`src/rtl/mbinit_pkg.sv`:
```
// Shared MBINIT definitions: sideband message codes, substep FSM states and
// clock-lane result bit positions. Used by REPAIRCLK, REPAIRVAL and the
// partner responder so that all of them agree on the encodings.
package mbinit_pkg;

  // Sideband message encodings for the REPAIRCLK exchange
  localparam logic [3:0] MSG_NONE        = 4'd0;
  localparam logic [3:0] MSG_INIT_REQ    = 4'd1;
  localparam logic [3:0] MSG_INIT_RESP   = 4'd2;
  localparam logic [3:0] MSG_RESULT_REQ  = 4'd3;
  localparam logic [3:0] MSG_RESULT_RESP = 4'd4;
  localparam logic [3:0] MSG_DONE_REQ    = 4'd5;
  localparam logic [3:0] MSG_DONE_RESP   = 4'd6;

  // Substep FSM states
  typedef enum logic [3:0] {
    ST_IDLE    = 4'd0,
    ST_TX_INIT = 4'd1,
    ST_WT_INIT = 4'd2,
    ST_PATTERN = 4'd3,
    ST_TX_RES  = 4'd4,
    ST_WT_RES  = 4'd5,
    ST_CHECK   = 4'd6,
    ST_TX_DONE = 4'd7,
    ST_WT_DONE = 4'd8,
    ST_DONE    = 4'd9,
    ST_ERROR   = 4'd10
  } state_e;

  // Bit positions inside the RESULT_RESP clock result {RTRK, RCKN, RCKP}
  localparam int RES_RCKP = 0;
  localparam int RES_RCKN = 1;
  localparam int RES_RTRK = 2;

  // A clock-lane result passes only if every lane reported a pass
  function automatic logic clk_result_pass(input logic [2:0] res);
    return res[RES_RCKP] & res[RES_RCKN] & res[RES_RTRK];
  endfunction

endpackage

```
`src/rtl/mbinit_timeout_cnt.sv`:
```
// Per-substep timeout counter shared by the MBINIT substeps. Counts while
// enabled, clears on request, and flags expiry once it holds the last count.
// The count saturates so a stalled FSM cannot wrap back below the limit.
module mbinit_timeout_cnt #(
  parameter int TIMEOUT_CYCLES = 8000,
  parameter int TO_W           = 16
) (
  input  logic clk_i,
  input  logic rst_i,
  input  logic clr_i,
  input  logic en_i,
  output logic expired_o
);

  localparam logic [TO_W-1:0] LAST_CNT = TO_W'(TIMEOUT_CYCLES - 1);
  localparam logic [TO_W-1:0] ONE_CNT  = TO_W'(1);

  logic [TO_W-1:0] cnt_q;
  logic [TO_W-1:0] cnt_d;

  // Next count: clear wins, otherwise count up to the last value and hold
  always_comb begin
    cnt_d = cnt_q;
    if (clr_i) begin
      cnt_d = '0;
    end else if (en_i && (cnt_q != LAST_CNT)) begin
      cnt_d = cnt_q + ONE_CNT;
    end else begin
      cnt_d = cnt_q;
    end
  end

  // Counter register
  always_ff @(posedge clk_i or posedge rst_i) begin
    if (rst_i) begin
      cnt_q <= '0;
    end else begin
      cnt_q <= cnt_d;
    end
  end

  assign expired_o = en_i && (cnt_q == LAST_CNT);

endmodule

```
`src/rtl/mbinit_repairclk_module.sv`:
```
// Initiator-side MBINIT.REPAIRCLK controller. Runs the sideband handshake
// (INIT, clock pattern, RESULT, DONE), checks the partner's clock-lane
// result and raises either the substep-end level or a train-error request.
module mbinit_repairclk_module
  import mbinit_pkg::*;
#(
  parameter int TIMEOUT_CYCLES = 8000,
  parameter int TO_W           = 16
) (
  input  logic       CLK,
  input  logic       rst,
  input  logic       i_enable,
  input  logic       i_CLK_Pattern_done,
  input  logic [3:0] i_Rx_SbMessage,
  input  logic       i_msg_valid,
  input  logic [2:0] i_Rx_clk_result,
  input  logic       i_Busy_SideBand,
  output logic [3:0] o_TX_SbMessage,
  output logic       o_ValidOutData,
  output logic       o_REPAIRCLK_Pattern_En,
  output logic       o_MBINIT_REPAIRCLK_end,
  output logic       o_train_error_req
);

  state_e     state_q, state_d;
  logic [2:0] res_q, res_d;
  logic       valid_q, valid_d;
  logic [3:0] tx_msg_q, tx_msg_d;
  logic       pat_en_q;
  logic       end_q;
  logic       err_q;

  logic       expired_s;
  logic       cnt_en_s;
  logic       cnt_clr_s;
  logic       init_resp_s;
  logic       result_resp_s;
  logic       done_resp_s;

  assign init_resp_s   = i_msg_valid && (i_Rx_SbMessage == MSG_INIT_RESP);
  assign result_resp_s = i_msg_valid && (i_Rx_SbMessage == MSG_RESULT_RESP);
  assign done_resp_s   = i_msg_valid && (i_Rx_SbMessage == MSG_DONE_RESP);

  // Next-state and TX request: a matching event beats the timeout, a TX
  // state only fires once the sideband is free, and dropping enable always
  // returns to IDLE.
  always_comb begin
    state_d  = state_q;
    res_d    = res_q;
    valid_d  = 1'b0;
    tx_msg_d = MSG_NONE;
    if (!i_enable) begin
      state_d = ST_IDLE;
    end else begin
      case (state_q)
        ST_IDLE: begin
          state_d = ST_TX_INIT;
        end
        ST_TX_INIT: begin
          if (expired_s) begin
            state_d = ST_ERROR;
          end else if (!i_Busy_SideBand) begin
            valid_d  = 1'b1;
            tx_msg_d = MSG_INIT_REQ;
            state_d  = ST_WT_INIT;
          end else begin
            state_d = ST_TX_INIT;
          end
        end
        ST_WT_INIT: begin
          if (init_resp_s) begin
            state_d = ST_PATTERN;
          end else if (expired_s) begin
            state_d = ST_ERROR;
          end else begin
            state_d = ST_WT_INIT;
          end
        end
        ST_PATTERN: begin
          if (i_CLK_Pattern_done) begin
            state_d = ST_TX_RES;
          end else if (expired_s) begin
            state_d = ST_ERROR;
          end else begin
            state_d = ST_PATTERN;
          end
        end
        ST_TX_RES: begin
          if (expired_s) begin
            state_d = ST_ERROR;
          end else if (!i_Busy_SideBand) begin
            valid_d  = 1'b1;
            tx_msg_d = MSG_RESULT_REQ;
            state_d  = ST_WT_RES;
          end else begin
            state_d = ST_TX_RES;
          end
        end
        ST_WT_RES: begin
          if (result_resp_s) begin
            res_d   = i_Rx_clk_result;
            state_d = ST_CHECK;
          end else if (expired_s) begin
            state_d = ST_ERROR;
          end else begin
            state_d = ST_WT_RES;
          end
        end
        ST_CHECK: begin
          if (clk_result_pass(res_q)) begin
            state_d = ST_TX_DONE;
          end else begin
            state_d = ST_ERROR;
          end
        end
        ST_TX_DONE: begin
          if (expired_s) begin
            state_d = ST_ERROR;
          end else if (!i_Busy_SideBand) begin
            valid_d  = 1'b1;
            tx_msg_d = MSG_DONE_REQ;
            state_d  = ST_WT_DONE;
          end else begin
            state_d = ST_TX_DONE;
          end
        end
        ST_WT_DONE: begin
          if (done_resp_s) begin
            state_d = ST_DONE;
          end else if (expired_s) begin
            state_d = ST_ERROR;
          end else begin
            state_d = ST_WT_DONE;
          end
        end
        ST_DONE: begin
          state_d = ST_DONE;
        end
        ST_ERROR: begin
          state_d = ST_ERROR;
        end
        default: begin
          state_d = ST_IDLE;
        end
      endcase
    end
  end

  // Timeout runs in every waiting/transmitting state and restarts on each
  // state change; stray messages do not touch it.
  always_comb begin
    cnt_clr_s = (state_d != state_q) || !i_enable;
    if ((state_q == ST_IDLE) || (state_q == ST_DONE) || (state_q == ST_ERROR)) begin
      cnt_en_s = 1'b0;
    end else begin
      cnt_en_s = 1'b1;
    end
  end

  mbinit_timeout_cnt #(
    .TIMEOUT_CYCLES(TIMEOUT_CYCLES),
    .TO_W          (TO_W)
  ) u_timeout (
    .clk_i    (CLK),
    .rst_i    (rst),
    .clr_i    (cnt_clr_s),
    .en_i     (cnt_en_s),
    .expired_o(expired_s)
  );

  // State, latched result and registered outputs derived from the next state
  always_ff @(posedge CLK or posedge rst) begin
    if (rst) begin
      state_q  <= ST_IDLE;
      res_q    <= 3'b000;
      valid_q  <= 1'b0;
      tx_msg_q <= MSG_NONE;
      pat_en_q <= 1'b0;
      end_q    <= 1'b0;
      err_q    <= 1'b0;
    end else begin
      state_q  <= state_d;
      res_q    <= res_d;
      valid_q  <= valid_d;
      tx_msg_q <= tx_msg_d;
      pat_en_q <= (state_d == ST_PATTERN);
      end_q    <= (state_d == ST_DONE);
      err_q    <= (state_d == ST_ERROR);
    end
  end

  assign o_TX_SbMessage         = tx_msg_q;
  assign o_ValidOutData         = valid_q;
  assign o_REPAIRCLK_Pattern_En = pat_en_q;
  assign o_MBINIT_REPAIRCLK_end = end_q;
  assign o_train_error_req      = err_q;

endmodule

```
`config.mk`:
```
export PLATFORM = sky130hd
export DESIGN_NAME = mbinit_repairclk_module
export DESIGN_NICKNAME = d
export VERILOG_FILES = /design/src/rtl/mbinit_pkg.sv /design/src/rtl/mbinit_timeout_cnt.sv /design/src/rtl/mbinit_repairclk_module.sv
export SDC_FILE = /design/constraint.sdc
export NUM_CORES = 1
export LEC_CHECK = 0
export CAP_MARGIN = 20
export CORE_UTILIZATION = 51
export CTS_CLUSTER_DIAMETER = 50
export DETAILED_ROUTE_END_ITERATION = 10
export PLACE_DENSITY_LB_ADDON = 0.05
export SYNTH_ARGS = -nofsm -noshare
export SYNTH_HDL_FRONTEND = slang
export SYNTH_SLANG_ARGS = --single-unit
export TNS_END_PERCENT = 100
```
`constraint.sdc`:
```
create_clock -name CLK -period 2.07 [get_ports CLK]
set_input_delay 0.414 -clock CLK [delete_from_list [all_inputs] [get_ports CLK]]
set_output_delay 0.414 -clock CLK [all_outputs]
set_load 0.005 [all_outputs]
```
# ---- Word level (Yosys, flattened, before mapping)
# Index checks and enable logic that the tools add are counted.
dict set report word_totals {
  regBits 31
  out_inout_bits 8
  wordCells 75
}
dict set report op_classes {
  n_addsub 1
  n_eq_ne 19
  mux 32
  n_bitwise 2
  reduce_logical 13
}
# cell count
set ops {}
lappend ops {{$mux W4} 12}
lappend ops {{$pmux W4 S11} 1}
lappend ops {{$mux W16} 2}
lappend ops {{$eq A4 B3 Y1 const B} 6}
lappend ops {{$eq A4 B4 Y1 const B} 5}
lappend ops {{$add A16 B1 Y16 const B} 1}
lappend ops {{$eq A16 B13 Y1 const B} 1}
lappend ops {{$eq A4 B2 Y1 const B} 4}
lappend ops {{$ne A16 B13 Y1 const B} 1}
lappend ops {{$mux W2} 5}
lappend ops {{$mux W3} 3}
lappend ops {{$pmux W3 S3} 1}
lappend ops {{$mux W1} 8}
lappend ops {{$logic_and A1 B1 Y1} 5}
lappend ops {{$eq A4 B1 Y1 const B} 1}
lappend ops {{$logic_not A4 Y1} 1}
lappend ops {{$ne A4 B4 Y1} 1}
lappend ops {{$logic_or A1 B1 Y1} 3}
lappend ops {{$reduce_and A3 Y1} 1}
lappend ops {{$reduce_or A3 Y1} 1}
lappend ops {{$and A1 B1 Y1} 2}
lappend ops {{$reduce_bool A2 Y1} 1}
lappend ops {{$logic_not A1 Y1} 1}

# ---- Longest topological paths before layout
# Gate-level depths: netlist of the first run.
dict set report logic_depth {
  word_depth 12
  mapped_depth 10
  depth_no_buf 8
}

# ---- Hierarchy
# A second synthesis of the first run with hierarchy kept.
dict set report hier_totals {
  hier_cells 222
  area_unflattened_um2 1976.9
}
# mod instances cells_each area_each_um2 seq_area_each_um2
set modules_own_cells {}
lappend modules_own_cells {mbinit_repairclk_module 1 125 1047.3 350.3}
lappend modules_own_cells {mbinit_timeout_cnt 1 97 929.6 400.4}

# ---- Worst setup path after synthesis of the first run
# Ideal clock, no wire load.
dict set report synth_timing {
  path_kind {flip-flop to flip-flop}
  start {reg u_timeout.cnt_q[0]}
  end {reg u_timeout.cnt_q[7]}
  setup_ns 0.119
  arrival_time_ns 1.988
  path_slack_ns -0.037
  path_stages_with_launch 11
  path_buffers 2
  period_less_slack_ns 2.107
  cell_sequence {dfrtp_1 ha_1 and3_1 and4_1 buf_2 nor2b_4 o21bai_4 a21oi_4 a2bb2oi_4 buf_6 nor2_1}
}
dict set report synth_via {
  elab_chain_len 9
}
# element line
set synth_lines {}
lappend synth_lines {{from (decl)} mbinit_timeout_cnt.sv:18} ;# logic [TO_W-1:0] cnt_q;
lappend synth_lines {{from (signal assigned)} mbinit_timeout_cnt.sv:38} ;# cnt_q <= cnt_d;
lappend synth_lines {{$eq A16 B13 Y1 (*)} mbinit_timeout_cnt.sv:42} ;# assign expired_o = en_i && (cnt_q == LAST_CNT);
lappend synth_lines {{$logic_and A1 B1 Y1 (*)} mbinit_timeout_cnt.sv:42}
lappend synth_lines {{$mux W4, on equally long branches} {mbinit_repairclk_module.sv:103, mbinit_repairclk_module.sv:82}}
lappend synth_lines {{$mux W4, on equally long branches} {mbinit_repairclk_module.sv:100, mbinit_repairclk_module.sv:80}}
lappend synth_lines {{$pmux W4 S11 (*)} mbinit_repairclk_module.sv:55} ;# case (state_q)
lappend synth_lines {{$mux W4 (*)} mbinit_repairclk_module.sv:52} ;# if (!i_enable) begin
lappend synth_lines {{via state_d[0]} mbinit_repairclk_module.sv:25} ;# state_e state_q, state_d;
lappend synth_lines {{$ne A4 B4 Y1 (*)} mbinit_repairclk_module.sv:152} ;# cnt_clr_s = (state_d != state_q) || !i_enable;
lappend synth_lines {{$logic_or A1 B1 Y1 (*)} mbinit_repairclk_module.sv:152}
lappend synth_lines {{$mux W16 or $reduce_bool A2 Y1 (tied branches)} n/a}
# The timed path passes the listed nets; every way through them passes the cells marked *. The select of a mux whose other input is x is not followed.
# A chain may end at the register's enable or synchronous reset.

# ---- Final worst setup path of the first run
dict set report layout_timing {
  start {reg state_q[0]}
  end {reg u_timeout.cnt_q[6]}
}
dict set report layout_via {
  elab_chain_len 12
}
# element line
set layout_lines {}
lappend layout_lines {{from (decl)} mbinit_repairclk_module.sv:25}
lappend layout_lines {{from (signal assigned)} mbinit_repairclk_module.sv:182} ;# state_q <= state_d;
lappend layout_lines {{$eq A4 B4 Y1 or $logic_not A4 Y1 (tied branches)} {mbinit_repairclk_module.sv:55, mbinit_repairclk_module.sv:153}}
lappend layout_lines {{$logic_or A1 B1 Y1 (2 in a row)} mbinit_repairclk_module.sv:153} ;# if ((state_q == ST_IDLE) || (state_q == ST_DONE) || (state_q == ST_ERROR)) begin
lappend layout_lines {{$mux W1} mbinit_repairclk_module.sv:153}
lappend layout_lines {{$logic_and A1 B1 Y1} mbinit_timeout_cnt.sv:42}
lappend layout_lines {{$mux W4, on equally long branches} {mbinit_repairclk_module.sv:103, mbinit_repairclk_module.sv:82}}
lappend layout_lines {{$mux W4, on equally long branches} {mbinit_repairclk_module.sv:100, mbinit_repairclk_module.sv:80}}
lappend layout_lines {{$pmux W4 S11 (*)} mbinit_repairclk_module.sv:55}
lappend layout_lines {{$mux W4 (*)} mbinit_repairclk_module.sv:52}
lappend layout_lines {{via state_d[0]} mbinit_repairclk_module.sv:25}
lappend layout_lines {{$ne A4 B4 Y1 (*)} mbinit_repairclk_module.sv:152}
lappend layout_lines {{$logic_or A1 B1 Y1 (*)} mbinit_repairclk_module.sv:152}
lappend layout_lines {{$mux W16 or $reduce_bool A2 Y1 (tied branches)} n/a}
# The timed path passes the listed nets; every way through them passes the cells marked *.

==> results_dict.tcl, run 1 <==
set metrics [dict create \
    die_height_microns 64.5 \
    drive_above_1_share_pct 41.2 \
    finalSetupTns_ps -395 \
    synth_nets 234 \
    syn2layout_area_growth_pct 48.7 \
    diodes 0 \
    synth.most_common_cell "nor2_1" \
    min_period_ps 2100 \
    setup_viol 16 \
    synthFlopType "dfrtp_1" \
    hold_viol_final 0 \
    swShare_pct 30.8 \
    wl_per_cell_microns 16.1 \
    dpl.hpwl_microns 3850 \
    antenna_found_initial 0 \
    synth_top_family_by_area "simple AND/OR/NAND/NOR gates" \
    critPathMaxFanout 16 \
    clkPwrFrac_pct 30.2 \
    ctsRootBufferMaster "clkbuf_8" \
    globalRoute.totalOverflow 0 \
    synth_cells 220 \
    hold_ws_ps 505 \
    grt_max_degree 31 \
    pin_count 21 \
    start_kind "register" \
    max_freq_ghz 0.476 \
    rsz0062_at_grt "true" \
    cts.sinks 30 \
    p_switching_uw 502 \
    crit_arrival_ps 2280 \
    pwr-share-comb_pct 32.0 \
    grt_pass1_vias 2069 \
    seq_area_frac_synth_pct 37.7 \
    synthArstFlopShare_pct 100 \
    synthAdderAreaFrac_pct 0.628 \
    ys_top_cells_by_area "dfrtp_1, nor2_1, nand2_1" \
    synth_common_cells "nor2_1, dfrtp_1, nand2_1, a21oi_1, xnor2_1" \
    syn-cell-area_sq_mm 0.00199 \
    worst_slack_ps -30.0 \
    synth_xor_xnor_area_share_pct 7.03 \
    crit_path_end_kind "register" \
    ys_warn_count 0 \
    synth_compound_area_share_pct 16.5 \
    dp_slack_ps -457 \
    gp_congestion 0.839 \
    die_w_microns 64.5 \
    p_per_area_mw_per_mm2 550 \
    drt-initial-drc-count 106 \
    tritoncts "built" \
    grt_first_pass_wirelength_microns 9340 \
    synth.area.mux_share_pct 2.26 \
    yosys.area_share.simple_pct 31.1 \
    status "complete, but fails checks" \
    worst-r2r-setup-slack_ps -30 \
    via_per_inst 5.63 \
    synthDominantCellAreaShare_pct 37.7 \
    synth_edf_count 0 \
    period_share_pct 101 \
    max-cap-violations 0 \
    vias 1966 \
    utilization_pct 79.7 \
    clk_pin_slew_ps 60 \
    nNetsFinal 314 \
    p_int_mw 1.13 \
    syn_avg_cell_area_sq_um 9.06 \
    synth_top_area_cell "dfrtp_1" \
    grt_util_all_layers_pct 30.1 \
    crit_type "register to register" \
    drc 0 \
    wl_microns 5610 \
    hold_path_class "primary input to asynchronous set/reset pin" \
    rows 22 \
    htreeDepth 2 \
    cts_made_buffers 5 \
    worstPathRequired_ps 2250 \
    final.setup_skew_ps 1.25 \
    cts_max_path_buffers 2 \
    ys_ff_latch 30 \
    slew_viol_final 0 \
    portBuffers 19 \
    violations "negative setup slack" \
    clock_latency_ps 290 \
    max-vdd-ir-drop_mv 0.554 \
    start_util_pct 53.6 \
    die-area_sq_mm 0.00416 \
    yosys.cell_types.count 59 \
    ant_nets 0 \
    dr.pass1.iters 4 \
    core_sq_mm 0.00372 \
    leakagePower_nw 1.28 \
    pwr-share-seq_pct 37.8 \
]
==> critical path, cell delays in order, from the launching register on <==
cell       delay [ps]
dfrtp_2           440
or4bb_4           560
o31ai_4            90
nor2b_4            90
o21bai_4          200
a21oi_4           200
a2bb2oi_4         180
buf_12            160
nor2_1             50
==> cells by family after synthesis <==
kind of cell,count (synthesis)
compound gates,37
xor+xnor,16
fa+ha+maj,1
buf+inv,17
flops,30
mux,4
other cells,1
simple gates,114
==> sequential cells by signal, summed over array words and instances, names as in the netlist <==
| name | flops |
|---|---|
| res_q | 3 |
| o_ValidOutData | 1 |
| o_train_error_req | 1 |
| state_q | 4 |
| o_TX_SbMessage | 3 |
| o_MBINIT_REPAIRCLK_end | 1 |
| o_REPAIRCLK_Pattern_En | 1 |
| u_timeout.cnt_q | 16 |
==> power by group through the flow <==
stage | Combinational [mW] | Sequential, mW | Clock (mW)
floorplan | 0.257 | 0.623 | 0
global placement | 0.423 | 0.623 | 0
detailed placement | 0.436 | 0.624 | 0
CTS | 0.478 | 0.613 | 0.503
global route | 0.557 | 0.618 | 0.528
finish | 0.522 | 0.616 | 0.492
==> stage by stage <==
| stage | instances | area, sq um | power, mW |
|---|---|---|---|
| global route | 349 | 2960 | 1.70 |
| finish | 349 | 2960 | 1.63 |
| floorplan | 220 | 2000 | 0.879 |
| CTS | 346 | 2830 | 1.59 |
| global placement | 334 | 2650 | 1.05 |
| detailed placement | 334 | 2650 | 1.06 |
==> area by class of cell <==
class                           count  area [sq um]
Fill cell                         247           753
Clock inverter                      1          5.00
Multi-Input combinational cell    173          1320
Inverter                            5          18.8
Tap cell                           48          60.1
Sequential cell                    30           754
Timing Repair Buffer               85           723
Clock buffer                        7          86.3
==> cell usage in the layout, fill, tap and decap left out, types with 2 or more instances in the layout <==
cell type,n
buf_4,60
and2_1,3
nor2_2,7
nand3_1,7
and3_1,2
nor4b_2,2
nor4_1,2
xnor2_1,9
inv_1,4
or4_4,2
dfrtp_2,3
or2_2,3
clkdlybuf4s50_1,14
buf_6,4
clkbuf_8,6
mux2_2,4
buf_12,2
nand2b_1,5
nor3_2,2
dlygate4sd2_1,4
a21oi_1,8
nand3b_1,3
o21ai_1,4
xor2_1,7
nor2_1,23
o21ai_0,3
o21bai_1,2
nand2_1,25
dfrtp_1,27
nor2b_4,3
nand4_1,6
nor3_1,4
and4_1,2
a21oi_4,2
o31ai_4,2
nor2_4,2
==> final timing paths <==
kind,start,to,depth (start not counted)
hold reg to reg,res_q[0],res_q[0],1
setup / recovery,state_q[0],u_timeout.cnt_q[6],8
max in group asynchronous,rst,state_q[2],3
min in group CLK,res_q[0],res_q[0],1
hold / removal,rst,u_timeout.cnt_q[8],3
setup reg to reg,state_q[0],u_timeout.cnt_q[6],8
==> metal layers <==
metal	wire length (microns)	part of all wire [%]	track usage, %	up-vias
li1	-	-	-	938
met1	2240	40	32.8	953
met2	2890	52	53.3	51
met3	195	3.5	6.51	24
met4	281	5.0	17.5	0
met5	0	0	0	-
==> what timing repair did <==
item / 4_1_cts / 5_1_grt
gates resized for setup: 23 / 28
endpoints found under the setup margin: 17 / 21
setup buffers: 4 / 4
pin swaps: 14 / 11
hold buffers: 0 / 0
cloned: 1 / 0
(Power assumes the default switching activity.)
==> run 2: changes to the inputs <==
--- a/config.mk
+++ b/config.mk
@@ -6,7 +6,7 @@
 export NUM_CORES = 1
 export LEC_CHECK = 0
 export CAP_MARGIN = 20
-export CORE_UTILIZATION = 51
+export CORE_UTILIZATION = 47
 export CTS_CLUSTER_DIAMETER = 50
 export DETAILED_ROUTE_END_ITERATION = 10
 export PLACE_DENSITY_LB_ADDON = 0.05
==> constraint.sdc (replaced) <==
create_clock -name CLK -period 2.07 [get_ports CLK]
set_input_delay 0.207 -clock CLK [delete_from_list [all_inputs] [get_ports CLK]]
set_output_delay 0.207 -clock CLK [all_outputs]
set_load 0.005 [all_outputs]
==> run 2 against run 1 <==
Compared with the run above: the run still ends with negative setup slack left; cell area decreased by 3.9%; via count decreased by 4.4%; sequential power about the same; clock skew increased by 8.4 ps; clock-buffer cell count decreased by 1; maximum frequency increased by 0.77%; worst hold slack got worse by 210 ps; register-to-register slack improved by 20 ps; largest power group unchanged.
==> results_dict.tcl, run 2 (same netlist as run 1, synthesis figures left out) <==
set metrics [dict create \
    status "complete, but fails checks" \
    violations "negative setup slack" \
    grt_pass1_vias 1810 \
    grt_max_degree 31 \
    via_per_inst 5.56 \
    crit_path_end_kind "register" \
    crit_arrival_ps 2260 \
    cts_max_path_buffers 2 \
    clk_pin_slew_ps 70 \
    worst-r2r-setup-slack_ps -10 \
    largest-register "u_timeout.cnt_q" \
    startpoint "state_q[0]" \
    cts_made_buffers 5 \
    drc 0 \
    crit_chain "or4bb_1, o31ai_4, nor2b_4, o21bai_4, a21oi_4, a2bb2oi_4, buf_12, nor2_1" \
    wl_per_cell_microns 15.6 \
    fin_area_sq_mm 0.00285 \
    p_per_area_mw_per_mm2 603 \
    r2r-start "state_q[0]" \
    setup_viol 15 \
    crit_type "register to register" \
    globalRoute.totalOverflow 0 \
    hold_viol_final 0 \
    die_w_microns 67.1 \
    r2r_cells 8 \
    die_height_microns 67.1 \
    slowest_delay_ps 540 \
    reg_top3 "u_timeout.cnt_q: 16 flops, state_q: 4 flops" \
    final_cells 338 \
    grt_use_met3_pct 5.99 \
    worstPathRequired_ps 2240 \
    grt_util_all_layers_pct 26.4 \
    syn2layout_area_growth_pct 42.9 \
    critPathTopFamily "simple AND/OR/NAND/NOR gates" \
    start_util_pct 49.5 \
    dpl.hpwl_microns 3730 \
    diodes 0 \
    clock_latency_ps 280 \
    pin_count 21 \
    period_share_pct 101 \
    max-cap-violations 0 \
    final.setup_skew_ps 9.68 \
    min_period_ps 2080 \
    drive_above_1_share_pct 35.4 \
    vias 1880 \
    worst_slack_ps -14.0 \
    hold_ws_ps 298 \
    grt_first_pass_wirelength_microns 8710 \
    tightestPinTransition_ps 504 \
    mostFrequentLayoutCell "buf_4" \
    finalSetupTns_ps -107 \
    nNetsFinal 302 \
    grt.busiest_layer "met2" \
    dp_slack_ps -212 \
    leakagePower_nw 1.20 \
    met1_usage_pct 36.3 \
    critPathMaxFanout 16 \
    hold_path_class "primary input to asynchronous set/reset pin" \
    rr_endpoint "u_timeout.cnt_q[0]" \
    final_cell_mix "buf_4, dfrtp_1, nor2_1" \
    htreeDepth 2 \
    crit_buf_inv 1 \
    drt-initial-drc-count 115 \
    die-area_sq_mm 0.00451 \
    dr.pass1.iters 4 \
    rows 23 \
    rsz0062_at_grt "true" \
    start_kind "register" \
    antenna_found_initial 0 \
    grt_use_met2_pct 40.0 \
    ctsRootBufferMaster "clkbuf_8" \
    core_sq_mm 0.00403 \
    wl_microns 5260 \
    gp_congestion 0.873 \
    max-vdd-ir-drop_mv 0.494 \
    cpMaxStageDelayCell "or4bb_1" \
    tritoncts "built" \
    max_freq_ghz 0.480 \
    post_dp_cell_area_sq_mm 0.00255 \
    slew_viol_final 0 \
    largest_register_ffs 16 \
    cts.sinks 30 \
    cts_hold_buffers 0 \
    dp_cells 325 \
    portBuffers 19 \
    relSlewSlack_pct 66.0 \
    ant_nets 0 \
]
run 2: tightest hold or removal path, stage by stage:
cell and delay, ps:
clkdlybuf4s50_1 390, inv_1 60, buf_4 340
run 2: what timing repair did:
action,CTS,global route
gates cloned,0,0
endpoints found under the setup margin,18,21
buffers inserted,4,2
pin swaps,4,3
gates resized for setup,12,17
run 2: metrics by stage:
step / utilization [%] / total power [mW]
finish: 70.7 / 1.72
floorplan: - / 0.879
global route: 70.7 / 1.79
detailed placement: 63.4 / 1.05
CTS: 68.2 / 1.70
global placement: 63.4 / 1.05
run 2: cell type report:
| class | instances | area, sq um |
|---|---|---|
| Inverter | 5 | 18.8 |
| Clock inverter | 1 | 30.0 |
| Sequential cell | 30 | 751 |
| Multi-Input combinational cell | 173 | 1280 |
| Clock buffer | 6 | 82.6 |
| Fill cell | 312 | 1180 |
| Tap cell | 50 | 62.6 |
| Timing Repair Buffer | 73 | 619 |
run 2: how the worst max path moves through the flow:
stage | cells after the start | slack (ps) | end
after floorplan | 10 | 6 | u_timeout.cnt_q[7]
after global placement | 10 | -200 | u_timeout.cnt_q[3]
after detailed placement | 10 | -210 | u_timeout.cnt_q[8]
after CTS | 8 | 0.2 | u_timeout.cnt_q[9]
after global routing | 9 | -100 | u_timeout.cnt_q[9]
final | 8 | -10 | u_timeout.cnt_q[0]
run 2: layer usage:
layer	wire, microns	vias to the layer above
li1	-	910
met1	2490	908
met2	2430	52
met3	241	10
met4	110	0
met5	0	-
run 2: where the power goes:
group	switching, mW	internal [mW]
logic	0.251	0.247
clock network	0.221	0.385
registers	0.0118	0.602
==> run 3: changes to the inputs <==
--- a/config.mk
+++ b/config.mk
@@ -5,6 +5,7 @@
 export SDC_FILE = /design/constraint.sdc
 export NUM_CORES = 1
 export LEC_CHECK = 0
+export ABC_CLOCK_PERIOD_IN_PS = 2070
 export CAP_MARGIN = 20
 export CORE_UTILIZATION = 47
 export CTS_CLUSTER_DIAMETER = 50
==> results of run 3 <==
The final DEF is identical to that of run 2; final timing and power are the same.
